File: config.mk
export PLATFORM = sky130hd
export DESIGN_NAME = unified_mem_arbiter_flat
export DESIGN_NICKNAME = d
export VERILOG_FILES = /design/src/rtl/unified_mem_arbiter_if.sv /design/src/rtl/unified_mem_arbiter.sv /design/src/flat_wrapper.sv
export SDC_FILE = /design/constraint.sdc
export NUM_CORES = 1
export LEC_CHECK = 0
export ABC_AREA = 1
export CORE_MARGIN = 2
export CORE_UTILIZATION = 49
export CTS_BUF_LIST = sky130_fd_sc_hd__clkbuf_8
export CTS_CLUSTER_SIZE = 8
export DETAILED_ROUTE_END_ITERATION = 6
export PLACE_DENSITY_LB_ADDON = 0.2
export SYNTH_ARGS = -nofsm -noshare
export SYNTH_HDL_FRONTEND = slang
export SYNTH_SLANG_ARGS = --single-unit
File: constraint.sdc
create_clock -name clock -period 2.6 [get_ports clock]
set_input_delay 0.39 -clock clock [delete_from_list [all_inputs] [get_ports clock]]
set_output_delay 0.39 -clock clock [all_outputs]
set_load 0.02 [all_outputs]
File: src/rtl/unified_mem_arbiter_if.sv
// Pipeline-side and memory-side signals of the unified memory arbiter.
// The slave modport is the arbiter; the master modport is the pipeline plus memory.
interface unified_mem_arbiter_if;
  logic        if_req;
  logic [31:0] if_addr;
  logic [31:0] if_rdata;
  logic        if_ready;
  logic        mem_req;
  logic        mem_we;
  logic [31:0] mem_addr;
  logic [31:0] mem_wdata;
  logic [31:0] mem_rdata;
  logic        mem_ready;
  logic        mport_en;
  logic        mport_we;
  logic [31:0] mport_addr;
  logic [31:0] mport_wdata;
  logic [31:0] mport_rdata;

  modport master (
    output if_req, if_addr, mem_req, mem_we, mem_addr, mem_wdata, mport_rdata,
    input  if_rdata, if_ready, mem_rdata, mem_ready,
           mport_en, mport_we, mport_addr, mport_wdata
  );

  modport slave (
    input  if_req, if_addr, mem_req, mem_we, mem_addr, mem_wdata, mport_rdata,
    output if_rdata, if_ready, mem_rdata, mem_ready,
           mport_en, mport_we, mport_addr, mport_wdata
  );
endinterface

File: src/rtl/unified_mem_arbiter.sv
// Shares one fixed-latency single-ported memory between the IF and MEM stages,
// stalls the pipeline until every pending access is serviced, counts stall cycles.
module unified_mem_arbiter #(
  parameter int unsigned MEM_LAT = 2,
  parameter int unsigned CNT_W   = 32
) (
  input  logic                 clock,
  input  logic                 reset,
  unified_mem_arbiter_if.slave bus,
  output logic                 align_err,
  output logic                 stall,
  output logic [CNT_W-1:0]     stall_cycles
);

  typedef enum logic [1:0] {IDLE, ISSUE, WAIT, RESP} state_t;

  state_t      state;
  logic        owner_mem;
  logic        owner_we;
  logic        bad_acc;
  logic        if_done;
  logic        mem_done;
  logic [3:0]  lat_cnt;
  logic [31:0] if_rdata_q;
  logic [31:0] mem_rdata_q;
  logic        pend_if;
  logic        pend_mem;
  logic [31:0] win_addr;

  // MEM wins over IF: its instruction is older.
  always_comb begin
    pend_if  = bus.if_req & ~if_done;
    pend_mem = bus.mem_req & ~mem_done;
    stall    = pend_if | pend_mem;
    win_addr = pend_mem ? bus.mem_addr : bus.if_addr;
  end

  assign bus.if_ready  = if_done;
  assign bus.mem_ready = mem_done;
  assign bus.if_rdata  = if_rdata_q;
  assign bus.mem_rdata = mem_rdata_q;

  always_ff @(posedge clock) begin
    if (reset) begin
      state           <= IDLE;
      owner_mem       <= 1'b0;
      owner_we        <= 1'b0;
      bad_acc         <= 1'b0;
      if_done         <= 1'b0;
      mem_done        <= 1'b0;
      lat_cnt         <= '0;
      if_rdata_q      <= '0;
      mem_rdata_q     <= '0;
      align_err       <= 1'b0;
      stall_cycles    <= '0;
      bus.mport_en    <= 1'b0;
      bus.mport_we    <= 1'b0;
      bus.mport_addr  <= '0;
      bus.mport_wdata <= '0;
    end else begin
      if (stall) begin
        stall_cycles <= stall_cycles + CNT_W'(1);
      end else begin
        if_done  <= 1'b0;
        mem_done <= 1'b0;
      end

      // Done flags are set below the clear so a completion landing on an
      // unstalled edge (requester dropped req mid-access) still sticks.
      case (state)
        IDLE: begin
          if (stall) begin
            owner_mem <= pend_mem;
            owner_we  <= pend_mem & bus.mem_we;
            if (win_addr[1:0] != 2'b00) begin
              bad_acc   <= 1'b1;
              align_err <= 1'b1;
              if (pend_mem) mem_rdata_q <= '0;
              else          if_rdata_q  <= '0;
              state <= RESP;
            end else begin
              bad_acc         <= 1'b0;
              bus.mport_en    <= 1'b1;
              bus.mport_we    <= pend_mem & bus.mem_we;
              bus.mport_addr  <= win_addr;
              bus.mport_wdata <= pend_mem ? bus.mem_wdata : '0;
              state           <= ISSUE;
            end
          end
        end
        ISSUE: begin
          bus.mport_en <= 1'b0;
          bus.mport_we <= 1'b0;
          lat_cnt      <= 4'(MEM_LAT);
          state        <= WAIT;
        end
        WAIT: begin
          lat_cnt <= lat_cnt - 4'd1;
          if (lat_cnt == 4'd1) begin
            if (!owner_we) begin
              if (owner_mem) mem_rdata_q <= bus.mport_rdata;
              else           if_rdata_q  <= bus.mport_rdata;
            end
            if (owner_mem) mem_done <= 1'b1;
            else           if_done  <= 1'b1;
            state <= RESP;
          end
        end
        RESP: begin
          if (bad_acc) begin
            if (owner_mem) mem_done <= 1'b1;
            else           if_done  <= 1'b1;
          end
          state <= IDLE;
        end
        default: state <= IDLE;
      endcase
    end
  end

endmodule

File: src/flat_wrapper.sv
// flat-port wrapper written by rule: the top's interface ports become plain ports
module unified_mem_arbiter_flat 
#(
  parameter int unsigned MEM_LAT = 2,
  parameter int unsigned CNT_W   = 32
)
  (clock, reset, align_err, stall, stall_cycles, bus_if_req, bus_if_addr, bus_mem_req, bus_mem_we, bus_mem_addr, bus_mem_wdata, bus_mport_rdata, bus_if_rdata, bus_if_ready, bus_mem_rdata, bus_mem_ready, bus_mport_en, bus_mport_we, bus_mport_addr, bus_mport_wdata);
  unified_mem_arbiter_if bus_i ();
  input  logic clock;
  input  logic reset;
  output logic align_err;
  output logic stall;
  output logic [CNT_W-1:0] stall_cycles;
  input wire logic [$bits(bus_i.if_req)-1:0] bus_if_req;
  input wire logic [$bits(bus_i.if_addr)-1:0] bus_if_addr;
  input wire logic [$bits(bus_i.mem_req)-1:0] bus_mem_req;
  input wire logic [$bits(bus_i.mem_we)-1:0] bus_mem_we;
  input wire logic [$bits(bus_i.mem_addr)-1:0] bus_mem_addr;
  input wire logic [$bits(bus_i.mem_wdata)-1:0] bus_mem_wdata;
  input wire logic [$bits(bus_i.mport_rdata)-1:0] bus_mport_rdata;
  output wire logic [$bits(bus_i.if_rdata)-1:0] bus_if_rdata;
  output wire logic [$bits(bus_i.if_ready)-1:0] bus_if_ready;
  output wire logic [$bits(bus_i.mem_rdata)-1:0] bus_mem_rdata;
  output wire logic [$bits(bus_i.mem_ready)-1:0] bus_mem_ready;
  output wire logic [$bits(bus_i.mport_en)-1:0] bus_mport_en;
  output wire logic [$bits(bus_i.mport_we)-1:0] bus_mport_we;
  output wire logic [$bits(bus_i.mport_addr)-1:0] bus_mport_addr;
  output wire logic [$bits(bus_i.mport_wdata)-1:0] bus_mport_wdata;
  assign bus_i.if_req = bus_if_req;
  assign bus_i.if_addr = bus_if_addr;
  assign bus_i.mem_req = bus_mem_req;
  assign bus_i.mem_we = bus_mem_we;
  assign bus_i.mem_addr = bus_mem_addr;
  assign bus_i.mem_wdata = bus_mem_wdata;
  assign bus_i.mport_rdata = bus_mport_rdata;
  assign bus_if_rdata = bus_i.if_rdata;
  assign bus_if_ready = bus_i.if_ready;
  assign bus_mem_rdata = bus_i.mem_rdata;
  assign bus_mem_ready = bus_i.mem_ready;
  assign bus_mport_en = bus_i.mport_en;
  assign bus_mport_we = bus_i.mport_we;
  assign bus_mport_addr = bus_i.mport_addr;
  assign bus_mport_wdata = bus_i.mport_wdata;
  unified_mem_arbiter #(.MEM_LAT(MEM_LAT), .CNT_W(CNT_W)) u_core (.clock(clock), .reset(reset), .bus(bus_i), .align_err(align_err), .stall(stall), .stall_cycles(stall_cycles));
endmodule
==> metrics.md, run 1 <==
| Metric | Value |
|---|---|
| Power per cell area | `939.5 nW/µm²` |
| Io pins | `299` |
| Unrepaired setup endpoints after global routing | `false` |
| Synthesized area per cell | `6.662 µm²` |
| Via/cell ratio | `4.906` |
| Gpl congestion | `0.8790` |
| Syn Std Cell Area | `7848 µm²` |
| Startpoint types | `primary input` |
| Crit Path Category | `primary input to output pin` |
| Reg clk slew, reported paths | `80 ps` |
| Sequential area share after synthesis | `44.39%` |
| Crit-path max FO | `13` |
| Max-Cap Viols | `0` |
| HP Start | `u_core.bus.mport_addr[1]` |
| Slew margin rel. | `49.81%` |
| Vias in the first global route | `7447` |
| IO Port Bufs | `298` |
| Hold Vio Cnt, Final | `0` |
| Status | `complete, no violations` |
| Setup ws final | `335.2 ps` |
| RR Endpoint | `u_core.bus.if_rdata[15]` |
| Fin. max-slew vios | `0` |
| Max Freq | `441.6 MHz` |
| Cell count after synthesis | `1178` |
| DRT Pass-1 Iters | `5` |
| Post-Syn Nets | `1319` |
| DRC | `0` |
| Clock sink total | `174` |
| Netlist cell types | `32` |
| Setup TNS | `0 ps` |
| Non-filler cells, final | `1676` |
| Die H | `130.6 µm` |
| Critical R2R Launch | `u_core.state[0]` |
| Layout cells sized above 1 | `4.863%` |
| Total CTS buffers | `17` |
| Maximum buffer depth of the clock tree | `2` |
| CTS tree | `built` |
| Iteration-0 DRC count of the detailed router | `520` |
| Initial antenna violation count | `0` |
| Final net count | `1588` |
| Final setup viols | `0` |
| CTS Hold Buffers Added | `0` |
| Levels on crit path | `4` |
| Via count | `8223` |
| Clk root buf | `clkbuf_8` |
| Crit share post-route | `87.11%` |
| Leak | `4.698 nW` |
| Worst slack, placed | `264.0 ps` |
| Final wirelength | `22.76 mm` |
| Synthesis Warnings | `0` |
| Met2 WL | `10.86 mm` |
| Area leader, netlist | `dfxtp_1` |
| DR WL/cell | `13.58 µm` |
| Pin count of the biggest net entering global routing | `65` |
| Worst path top cell family by delay | `buffers and inverters` |
| # diodes | `0` |
| Number of cells after detailed placement | `1644` |
| Synth Flop Type | `dfxtp_1` |
| Initial core utilization | `49.76%` |
| Max stage delay cell, worst path | `clkdlybuf4s50_1` |
| Grt total ovfl | `0` |
| Critical-path cell list | `clkdlybuf4s50_1, nand2_4, nand2_4, clkdlybuf4s50_1` |
| Core area | `15770 µm²` |
| Required @ worst endpoint | `2210 ps` |
| EDFF count, synth | `0` |
| Layout area overhead | `44.45%` |
| First-pass GRT wire length | `36.09 mm` |
| Top post-synthesis cells by count | `nand2_1, nor2_1, dfxtp_1` |
| Detail Route Antenna Nets | `0` |
| Post-CTS setup buffers | `0` |
| Count leader, synth | `nand2_1` |
| Post-DP HPWL | `16.31 mm` |
| Setup Skew | `17.58 ps` |
| PostCTS Resize Cnt | `0` |
| Worst-Skew Late Latency | `460 ps` |
| Synthesized flop and latch total | `174` |
| Final Critical Period | `2265 ps` |
| Worst path bufs/invs | `2` |
| Hold Crit Class | `flop to flop` |
| Post-synth ARST share | `0%` |
| Wl on met1 | `9.392 mm` |
| Worst Setup End Kind | `output pin` |
| Worst-Margin Slew | `751.0 ps` |
| Worst path max stage delay | `630 ps` |
| Met3 WL | `1.567 mm` |
| Synth top area cells | `dfxtp_1, nand2_1, nor2_1` |
| Worst R2R Setup Slack | `380 ps` |
| Synth top area share | `44.39%` |
| Die X | `130.6 µm` |
| Max layer used | `met4` |
| Reg2Reg Depth | `10` |
| Worst vdd ir | `0.7909 mV` |
| Std-Cell Rows | `46` |
| Die area | `17040 µm²` |
| Critical path arrival | `1870 ps` |
| Gr usage total | `26.63%` |
| H-tree depth | `4` |
| Hold endpoint | `u_core.bus.mport_addr[1]` |
| Number of cells on the worst hold path | `2` |
| Hold Slack | `454.1 ps` |
-- worst register-to-register path, delay by kind of cell, from the launching register on --
family	cells	cell delay, ps
buf+inv	4	730
simple gates	4	580
fa+ha+maj	1	390
flops	1	330
compound gates	1	130
-- cells in the final DEF (no fill, tap or decap), drive strengths merged --
cell and n:
nand2 313, clkdlybuf4s50 297, nor2 267, dfxtp 174, inv 102, nand3 95
a21oi 70, o21ai 69, clkbuf 18, buf 17, ha 8, nor3 6
clkinv 5, nand4 4, bufinv 3, a31oi 2, nor3b 2, nand3b 2
o211ai 2, clkinvlp 2, nor4 1, and3 1
-- cells by family (layout without fill, tap and decap cells) --
| kind of cell | count (synthesis) | after routing | share of synthesized area (%) |
|---|---|---|---|
| AND/OR/NAND/NOR | 691 | 691 | 36.05 |
| AO/OA/AOI/OAI | 143 | 143 | 9.216 |
| buffers and inverters | 162 | 444 | 9.072 |
| flip-flops | 174 | 174 | 44.39 |
| adder cells (fa/ha/maj) | 8 | 8 | 1.276 |
-- report_power, final --
part / leakage [nW] / switching [mW] / internal (mW)
sequential: 1.42 / 0.346 / 3.31
combinational: 3.07 / 2.95 / 2.06
clock: 0.213 / 1.01 / 0.979
-- sequential cells by signal, summed over array words and instances, names as in the netlist --
name and count:
u_core.bus.mport_wdata 32, u_core.bus.mem_rdata 32, u_core.bus.mport_we 1, u_core.align_err 1, u_core.bus.if_ready 1, u_core.bus.if_rdata 32
u_core.state 2, u_core.stall_cycles 32, u_core.owner_we 1, u_core.bad_acc 1, u_core.bus.mem_ready 1, u_core.bus.mport_addr 32
u_core.lat_cnt 4, u_core.owner_mem 1, u_core.bus.mport_en 1
-- cell type report --
type | instances | area (µm²)
clock buffer | 18 | 247.7
clock inverter | 14 | 166.4
fill | 1382 | 4434
inverter | 98 | 372.9
multi-input combinational | 842 | 3660
sequential | 174 | 3483
tap | 216 | 270.3
timing repair buffer | 314 | 3136
-- metrics by stage --
stage                     instance area [µm²]  power, mW  utilization [%]
after CTS                               11340      10.71            71.88
final                                   11340      10.65            71.88
after global placement                  10920      8.629            69.26
after global routing                    11340      11.37            71.88
after detailed placement                10920      8.723            69.26
after floorplan                          7848      6.815                -
-- metal layers --
layer / track usage [%] / up-vias
li1: - / 4220
met1: 32.23 / 3661
met2: 43.93 / 276
met3: 7.085 / 66
met4: 13.27 / 0
met5: 0 / -
-- how the worst max path moves through the flow --
| stage | from | slack [ps] | to |
|---|---|---|---|
| 2_1_floorplan | u_core.stall_cycles[0] | 920 | u_core.stall_cycles[16] |
| 3_3_place_gp | bus_mem_req | 320 | u_core.bus.mem_rdata[29] |
| 3_5_place_dp | bus_mem_req | 260 | u_core.bus.mem_rdata[7] |
| 4_1_cts | bus_mem_req | 340 | stall |
| 5_1_grt | u_core.state[0] | 160 | u_core.bus.if_rdata[11] |
| 6_report | bus_mem_req | 340 | stall |
Note: power is estimated with default switching activity, not from simulation.
==> inputs of run 2 (changes only) <==
Settings changed: ABC_AREA 1 to default, CORE_UTILIZATION 49 to 48.
==> run 2 against run 1 <==
Clock-buffer cell count unchanged. Highest routed layer unchanged. Clock power shrank 3%. Die area down 6.9%. Fmax decreased by 6.8%. Critical path depth is 1 higher.
==> metrics.md, run 2 <==
| Metric | Value |
|---|---|
| Initial core utilization | `49.15% (-0.61 points)` |
| Critical-path cell list | `clkdlybuf4s50_1, nor2b_2, nor2_1, inv_1, clkdlybuf4s50_1` |
| Layout cells sized above 1 | `7.692% (+2.8 points)` |
| PostCTS Resize Cnt | `0 (unchanged)` |
| Post-synth ARST share | `0% (unchanged)` |
| DRC | `0 (unchanged)` |
| Met2 global-route usage | `45.19% (+1.3 points)` |
| Pin count of the biggest net entering global routing | `52 (-20%)` |
| Worst-Skew Late Latency | `460 ps (about the same)` |
| Std-Cell Rows | `44 (-4.3%)` |
| Clock sink total | `174 (unchanged)` |
| Power per cell area | `652.7 nW/µm² (-31%)` |
| Initial antenna violation count | `0 (unchanged)` |
| Die area | `15870 µm² (-6.9%)` |
| Syn Std Cell Area | `7143 µm² (-9.0%)` |
| Critical path arrival | `2040 ps (+170 ps)` |
| Max Freq | `411.6 MHz (-6.8%)` |
| Synthesis Warnings | `0 (unchanged)` |
| Worst-Margin Slew | `601.0 ps (-150.0 ps)` |
| Hold Crit Class | `primary input to flop` |
| Gr usage total | `27.45% (+0.82 points)` |
| RR Endpoint | `u_core.stall_cycles[29]` |
| H-tree depth | `4 (unchanged)` |
| # diodes | `0 (unchanged)` |
| Setup ws final | `170.3 ps (-164.9 ps)` |
| Final setup viols | `0 (unchanged)` |
| Setup Skew | `10.87 ps (-6.710 ps)` |
| Sequential area share after synthesis | `48.77% (+4.4 points)` |
| Clk root buf | `clkbuf_8` |
| Layout area overhead | `49.41%` |
| Hold Vio Cnt, Final | `0 (unchanged)` |
| Worst slack, placed | `180.4 ps (-83.62 ps)` |
| Final net count | `1168 (-26%)` |
| Hold endpoint | `u_core.stall_cycles[22]` |
| Number of cells on the worst hold path | `2 (unchanged)` |
| Worst path top cell family by delay | `buffers and inverters` |
| IO Port Bufs | `298 (unchanged)` |
| Reg2Reg Depth | `4 (-6)` |
| Synth top area share | `48.77% (+4.4 points)` |
| Final Critical Period | `2430 ps (+164.9 ps)` |
| Post-CTS setup buffers | `0 (unchanged)` |
| Leak | `3.755 nW (-20%)` |
| HP Start | `reset` |
| Crit share post-route | `93.45% (+6.3 points)` |
| Reg clk slew, reported paths | `100 ps (+20 ps)` |
| CTS tree | `built` |
| Total CTS buffers | `17 (unchanged)` |
| First-pass GRT wire length | `35.40 mm (-1.9%)` |
| Synthesized flop and latch total | `174 (unchanged)` |
| Via count | `7191 (-13%)` |
| Setup TNS | `0 ps (unchanged)` |
| Detail Route Antenna Nets | `0 (unchanged)` |
| Die X | `126.0 µm (-3.5%)` |
| GR met1 Demand/Resource | `35.83% (+3.6 points)` |
| EDFF count, synth | `0 (unchanged)` |
| DRT Pass-1 Iters | `5 (unchanged)` |
| Max stage delay cell, worst path | `clkdlybuf4s50_1` |
| GR Util met3 | `7.179% (+0.095 points)` |
| Gpl congestion | `0.8355 (-4.9%)` |
| Worst Setup End Kind | `output pin` |
| Final wirelength | `22.48 mm (-1.2%)` |
| Area leader, netlist | `dfxtp_1` |
| DR WL/cell | `18.37 µm (+35%)` |
| Crit Path Category | `primary input to output pin` |
| Netlist cell types | `55 (+72%)` |
| Core area | `14530 µm² (-7.8%)` |
| Commonest non-fill, non-tap cells in the layout | `clkdlybuf4s50_1, dfxtp_1, a21oi_1` |
| Synth Flop Type | `dfxtp_1` |
| Fin. max-slew vios | `0 (unchanged)` |
| Worst path bufs/invs | `3 (+1)` |
| Crit-path max FO | `5 (-8)` |
| Via/cell ratio | `5.875 (+20%)` |
| Cell count after synthesis | `756 (-36%)` |
| Required @ worst endpoint | `2210 ps (about the same)` |
| Worst vdd ir | `0.5222 mV (-34%)` |
| Die H | `126.0 µm (-3.5%)` |
| Worst R2R Setup Slack | `520 ps (+140 ps)` |
| Leading cell type in the layout, fill and taps excluded | `clkdlybuf4s50_1` |
| CTS Hold Buffers Added | `0 (unchanged)` |
| Post-DP HPWL | `15.18 mm (-7.0%)` |
| Post-Syn Nets | `897 (-32%)` |
| Grt total ovfl | `0 (unchanged)` |
| Iteration-0 DRC count of the detailed router | `675 (+30%)` |
| Critical R2R Launch | `u_core.stall_cycles[5]` |
| Startpoint types | `primary input` |
| Status | `complete, no violations` |
| Slew margin rel. | `59.93% (+10 points)` |
| Unrepaired setup endpoints after global routing | `false` |
| Count leader, synth | `dfxtp_1` |
| Overall power | `6.966 mW (-35%)` |
| Synthesized area per cell | `9.449 µm² (+42%)` |
| Most used cell, CP | `clkdlybuf4s50_1` |
| Max-Cap Viols | `0 (unchanged)` |
| Vias in the first global route | `6634 (-11%)` |
| Worst path max stage delay | `630 ps (about the same)` |
| Top post-synthesis cells by count | `dfxtp_1, a21oi_1, nand2_1` |
| Grt peak-use layer | `met2` |
| Maximum buffer depth of the clock tree | `2 (unchanged)` |
| Io pins | `299 (unchanged)` |
| Synth top area cells | `dfxtp_1, a22o_1, a21oi_1` |
[run 2: cell count changes in the layout (fill, tap and decap cells not counted), sizes merged, moves of 22 or more]
cell,change
nand3,-88
inv,-82
a22o,+64
nor2,-243
nand4,+39
a311oi,+31
nand2,-238
a21oi,+22
o31ai,+46
o21ai,-50
[run 2: worst max path at each step]
stage,start,endpoint,slack (ps),cells after the start
floorplan,u_core.stall_cycles[5],u_core.stall_cycles[31],730,6
global placement,bus_if_req,stall,210,5
detailed placement,bus_if_req,stall,180,5
CTS,bus_if_req,stall,170,5
global route,bus_if_req,stall,80,5
finish,bus_if_req,stall,170,5
[run 2: power breakdown]
part | total [mW] | switching (mW) | leakage (nW) | internal [mW]
registers | 2.96 | 0.119 | 1.41 | 2.84
logic | 2.08 | 1.26 | 2.15 | 0.820
clock network | 1.93 | 1.03 | 0.197 | 0.897
total | 6.97 | 2.41 | 3.75 | 4.56
[run 2: stage by stage]
step	hold WS [ps]	std cells	area, µm²	util, %
floorplan	440.4	756	7143	-
global placement	442.1	1192	10270	70.64
detailed placement	445.1	1192	10270	70.64
CTS	407.0	1224	10670	73.43
global route	430.8	1224	10670	73.43
finish	430.8	1224	10670	73.43
[run 2: worst register-to-register path, stage by stage (launching register included)]
cell and delay [ps]:
dfxtp_1 450, and4_1 480, nand4_4 300, nor4_1 350
mux2_2 380
[run 2: cell families after synthesis]
logic type,share of synthesized area [%]
AOI/OAI and AO/OA,27.41
and+or+nand+nor,15.41
DFF,48.77
buffers and inverters,5.482
adders and majority gates,1.401
muxes,0.9108
xor gates and xnor gates,0.6132
[run 2: per-layer routing]
metal / share of wire (%) / vias up
met3: 7.5 / 29
met5: 0 / -
met1: 42 / 3448
met2: 49 / 296
li1: - / 3418
met4: 1.5 / 0
[run 2: final cells by class]
cell class                      instances  area [µm²]
Fill cell                            1126        3861
Sequential cell                       174        3483
Tap cell                              184       230.2
Multi-Input combinational cell        497        3299
Timing Repair Buffer                  322        3198
Inverter                               15       56.30
Clock buffer                           18       247.7
Clock inverter                         14       157.7
==> inputs of run 3 (changes only) <==
Settings changed: CORE_ASPECT_RATIO from default to 1.1, SLEW_MARGIN from default to 15.
==> run 3 against run 2 <==
Global-route usage fell by 0.20 points. Largest power group unchanged. Via count fell by 0.31%. Worst hold slack got worse by 35 ps. Largest cell class unchanged. Final area rose by 0.13%. Utilization rose by 0.25 points.
==> metrics.md, run 3 (synthesized netlist as in run 2, its figures left out) <==
| Metric | Value |
|---|---|
| Layout cells sized above 1 | `7.869% (+0.18 points)` |
| Hold Crit Class | `primary input to flop` |
| Overall power | `6.961 mW (about the same)` |
| Internal | `4.527 mW (-0.64%)` |
| Setup Skew | `8.612 ps (-2.262 ps)` |
| Final setup viols | `0 (unchanged)` |
| Die H | `131.9 µm (+4.7%)` |
| Required @ worst endpoint | `2210 ps (about the same)` |
| Layout area overhead | `49.61%` |
| Max stage delay cell, worst path | `clkdlybuf4s50_1` |
| Leading cell type in the layout, fill and taps excluded | `clkdlybuf4s50_1` |
| Non-filler cells, final | `1234 (+0.82%)` |
| Worst-Margin Slew | `564.1 ps (-36.95 ps)` |
| Status | `complete, no violations` |
| Crit Path Category | `primary input to output pin` |
| Detail Route Antenna Nets | `0 (unchanged)` |
| Worst R2R Setup Slack | `390 ps (-130 ps)` |
| Clk pwr share | `27.2% (-0.5 points)` |
| Critical-path cell list | `clkdlybuf4s50_1, nor2b_2, nor2_1, inv_1, clkdlybuf4s50_1` |
| Initial antenna violation count | `0 (unchanged)` |
| Final Critical Period | `2431 ps (+1.158 ps)` |
| Worst-Skew Late Latency | `460 ps (about the same)` |
| Final net count | `1170 (+0.17%)` |
| Post-DP HPWL | `15.49 mm (+2.1%)` |
| Clock sink total | `174 (unchanged)` |
| H-tree depth | `4 (unchanged)` |
| Worst slack, placed | `194.3 ps (+13.93 ps)` |
| Worst Setup End Kind | `output pin` |
| Net Sw Frac | `34.97% (+0.37 points)` |
| Reg power frac | `42.6% (about the same)` |
| Die area | `15870 µm² (about the same)` |
| Via count | `7169 (-0.31%)` |
| Gate power share | `30.2% (+0.4 points)` |
| DR WL/cell | `18.09 µm (-1.5%)` |
| Hold Slack | `395.6 ps (-35.17 ps)` |
| Clk root buf | `clkbuf_8` |
| Multi-input logic area | `3299 µm² (unchanged)` |
| Reg clk slew, reported paths | `90 ps (about the same)` |
| Hold Vio Cnt, Final | `0 (unchanged)` |
| Sequential Area | `3483 µm² (unchanged)` |
| Unrepaired setup endpoints after global routing | `false` |
| Worst path top cell family by delay | `buffers and inverters` |
| Setup TNS | `0 ps (unchanged)` |
| Filler Cells Inserted | `1130 (+0.36%)` |
| Net Sw Power | `2.434 mW (+1.0%)` |
| Vias in the first global route | `6663 (+0.44%)` |
| Via/cell ratio | `5.810 (-1.1%)` |
| First-pass GRT wire length | `35.42 mm (about the same)` |
| Worst vdd ir | `0.4157 mV (-20%)` |
| Max-Cap Viols | `0 (unchanged)` |
| Commonest non-fill, non-tap cells in the layout | `clkdlybuf4s50_1, dfxtp_1, a21oi_1` |
| Final wirelength | `22.33 mm (-0.68%)` |
| Setup ws final | `169.2 ps (-1.158 ps)` |
| Pin count of the biggest net entering global routing | `41 (-21%)` |
| Leak | `3.766 nW (+0.30%)` |
| Slew margin rel. | `62.38% (+2.4 points)` |
| Std-Cell Rows | `46 (+4.5%)` |
| # diodes | `0 (unchanged)` |
| CTS tree | `built` |
| Core area | `14500 µm² (-0.21%)` |
| DRC | `0 (unchanged)` |
| Fin. max-slew vios | `0 (unchanged)` |
| Most used cell, CP | `clkdlybuf4s50_1` |
| Iteration-0 DRC count of the detailed router | `601 (-11%)` |
| Total CTS buffers | `17 (unchanged)` |
| Crit-path max FO | `5 (unchanged)` |
| Critical path arrival | `2040 ps (about the same)` |
| Die X | `120.3 µm (-4.5%)` |
| DRT Pass-1 Iters | `5 (unchanged)` |
| Gpl congestion | `0.8282 (-0.87%)` |
| Startpoint types | `primary input` |
| Grt total ovfl | `0 (unchanged)` |
| CTS Hold Buffers Added | `0 (unchanged)` |
| Worst path max stage delay | `630 ps (about the same)` |
| Maximum buffer depth of the clock tree | `2 (unchanged)` |
| Max Freq | `411.4 MHz (about the same)` |
| Power per cell area | `651.4 nW/µm² (-0.20%)` |
| PostCTS Resize Cnt | `0 (unchanged)` |
| Worst path bufs/invs | `3 (unchanged)` |
| IO Port Bufs | `298 (unchanged)` |
| Post-CTS setup buffers | `0 (unchanged)` |
| Number of cells after detailed placement | `1202 (+0.84%)` |
| Io pins | `299 (unchanged)` |
| Gr usage total | `27.25% (-0.20 points)` |
| Crit share post-route | `93.49% (about the same)` |
| Initial core utilization | `49.25% (+0.10 points)` |
-- run 3: cell types whose count changed in the layout (fill, tap and decap cells not counted), sizes merged --
| cell | before | now |
|---|---|---|
| clkinvlp | 3 | 2 |
| buf | 25 | 27 |
| clkinv | 4 | 6 |
| clkbuf | 18 | 17 |
-- run 3: power by group through the flow --
stage / sequential, mW / combinational, mW / clock [mW]
after floorplan: 3.16 / 1.03 / 0
after global placement: 3.02 / 2.05 / 0
after detailed placement: 3.02 / 2.08 / 0
after CTS: 2.96 / 2.08 / 1.93
after global routing: 2.99 / 2.25 / 2.04
final: 2.97 / 2.10 / 1.89
-- run 3: layout make-up --
| type | instances | share of cell area (%) |
|---|---|---|
| repair buffers | 324 | 30.07 |
| clock buffers | 17 | 2.189 |
| well taps | 192 | 2.248 |
| multi-input cells | 497 | 30.87 |
| inverters | 15 | 0.5269 |
| clock inverters | 15 | 1.499 |
| flip-flops and latches | 174 | 32.60 |
-- run 3: through the flow --
stage	cell area [µm²]	utilization [%]
global placement	10290	70.96
CTS	10690	73.68
floorplan	7143	-
global route	10690	73.68
detailed placement	10290	70.96
finish	10690	73.68
-- run 3: worst register-to-register path: stages, from the launching register on --
cell	delay (ps)
dfxtp_1	390
inv_1	100
ha_1	370
nor2_2	490
inv_1	110
a31oi_2	140
buf_4	350
a22o_1	200
-- run 3: final timing paths --
path,from,end,depth (start not counted)
min,reset,u_core.owner_we,2
max reg2reg,u_core.state[0],u_core.bus.if_rdata[12],7
max,bus_if_req,stall,5
min reg2reg,u_core.bus.mport_addr[0],u_core.bus.mport_addr[0],1
-- run 3: per-layer routing --
metal,share of wire [%],wire length (µm),GRT usage [%]
met1,41,9108,34.66
met2,49,11030,45.27
met3,7.1,1593,6.358
met4,2.7,595,9.561
met5,0,0,0
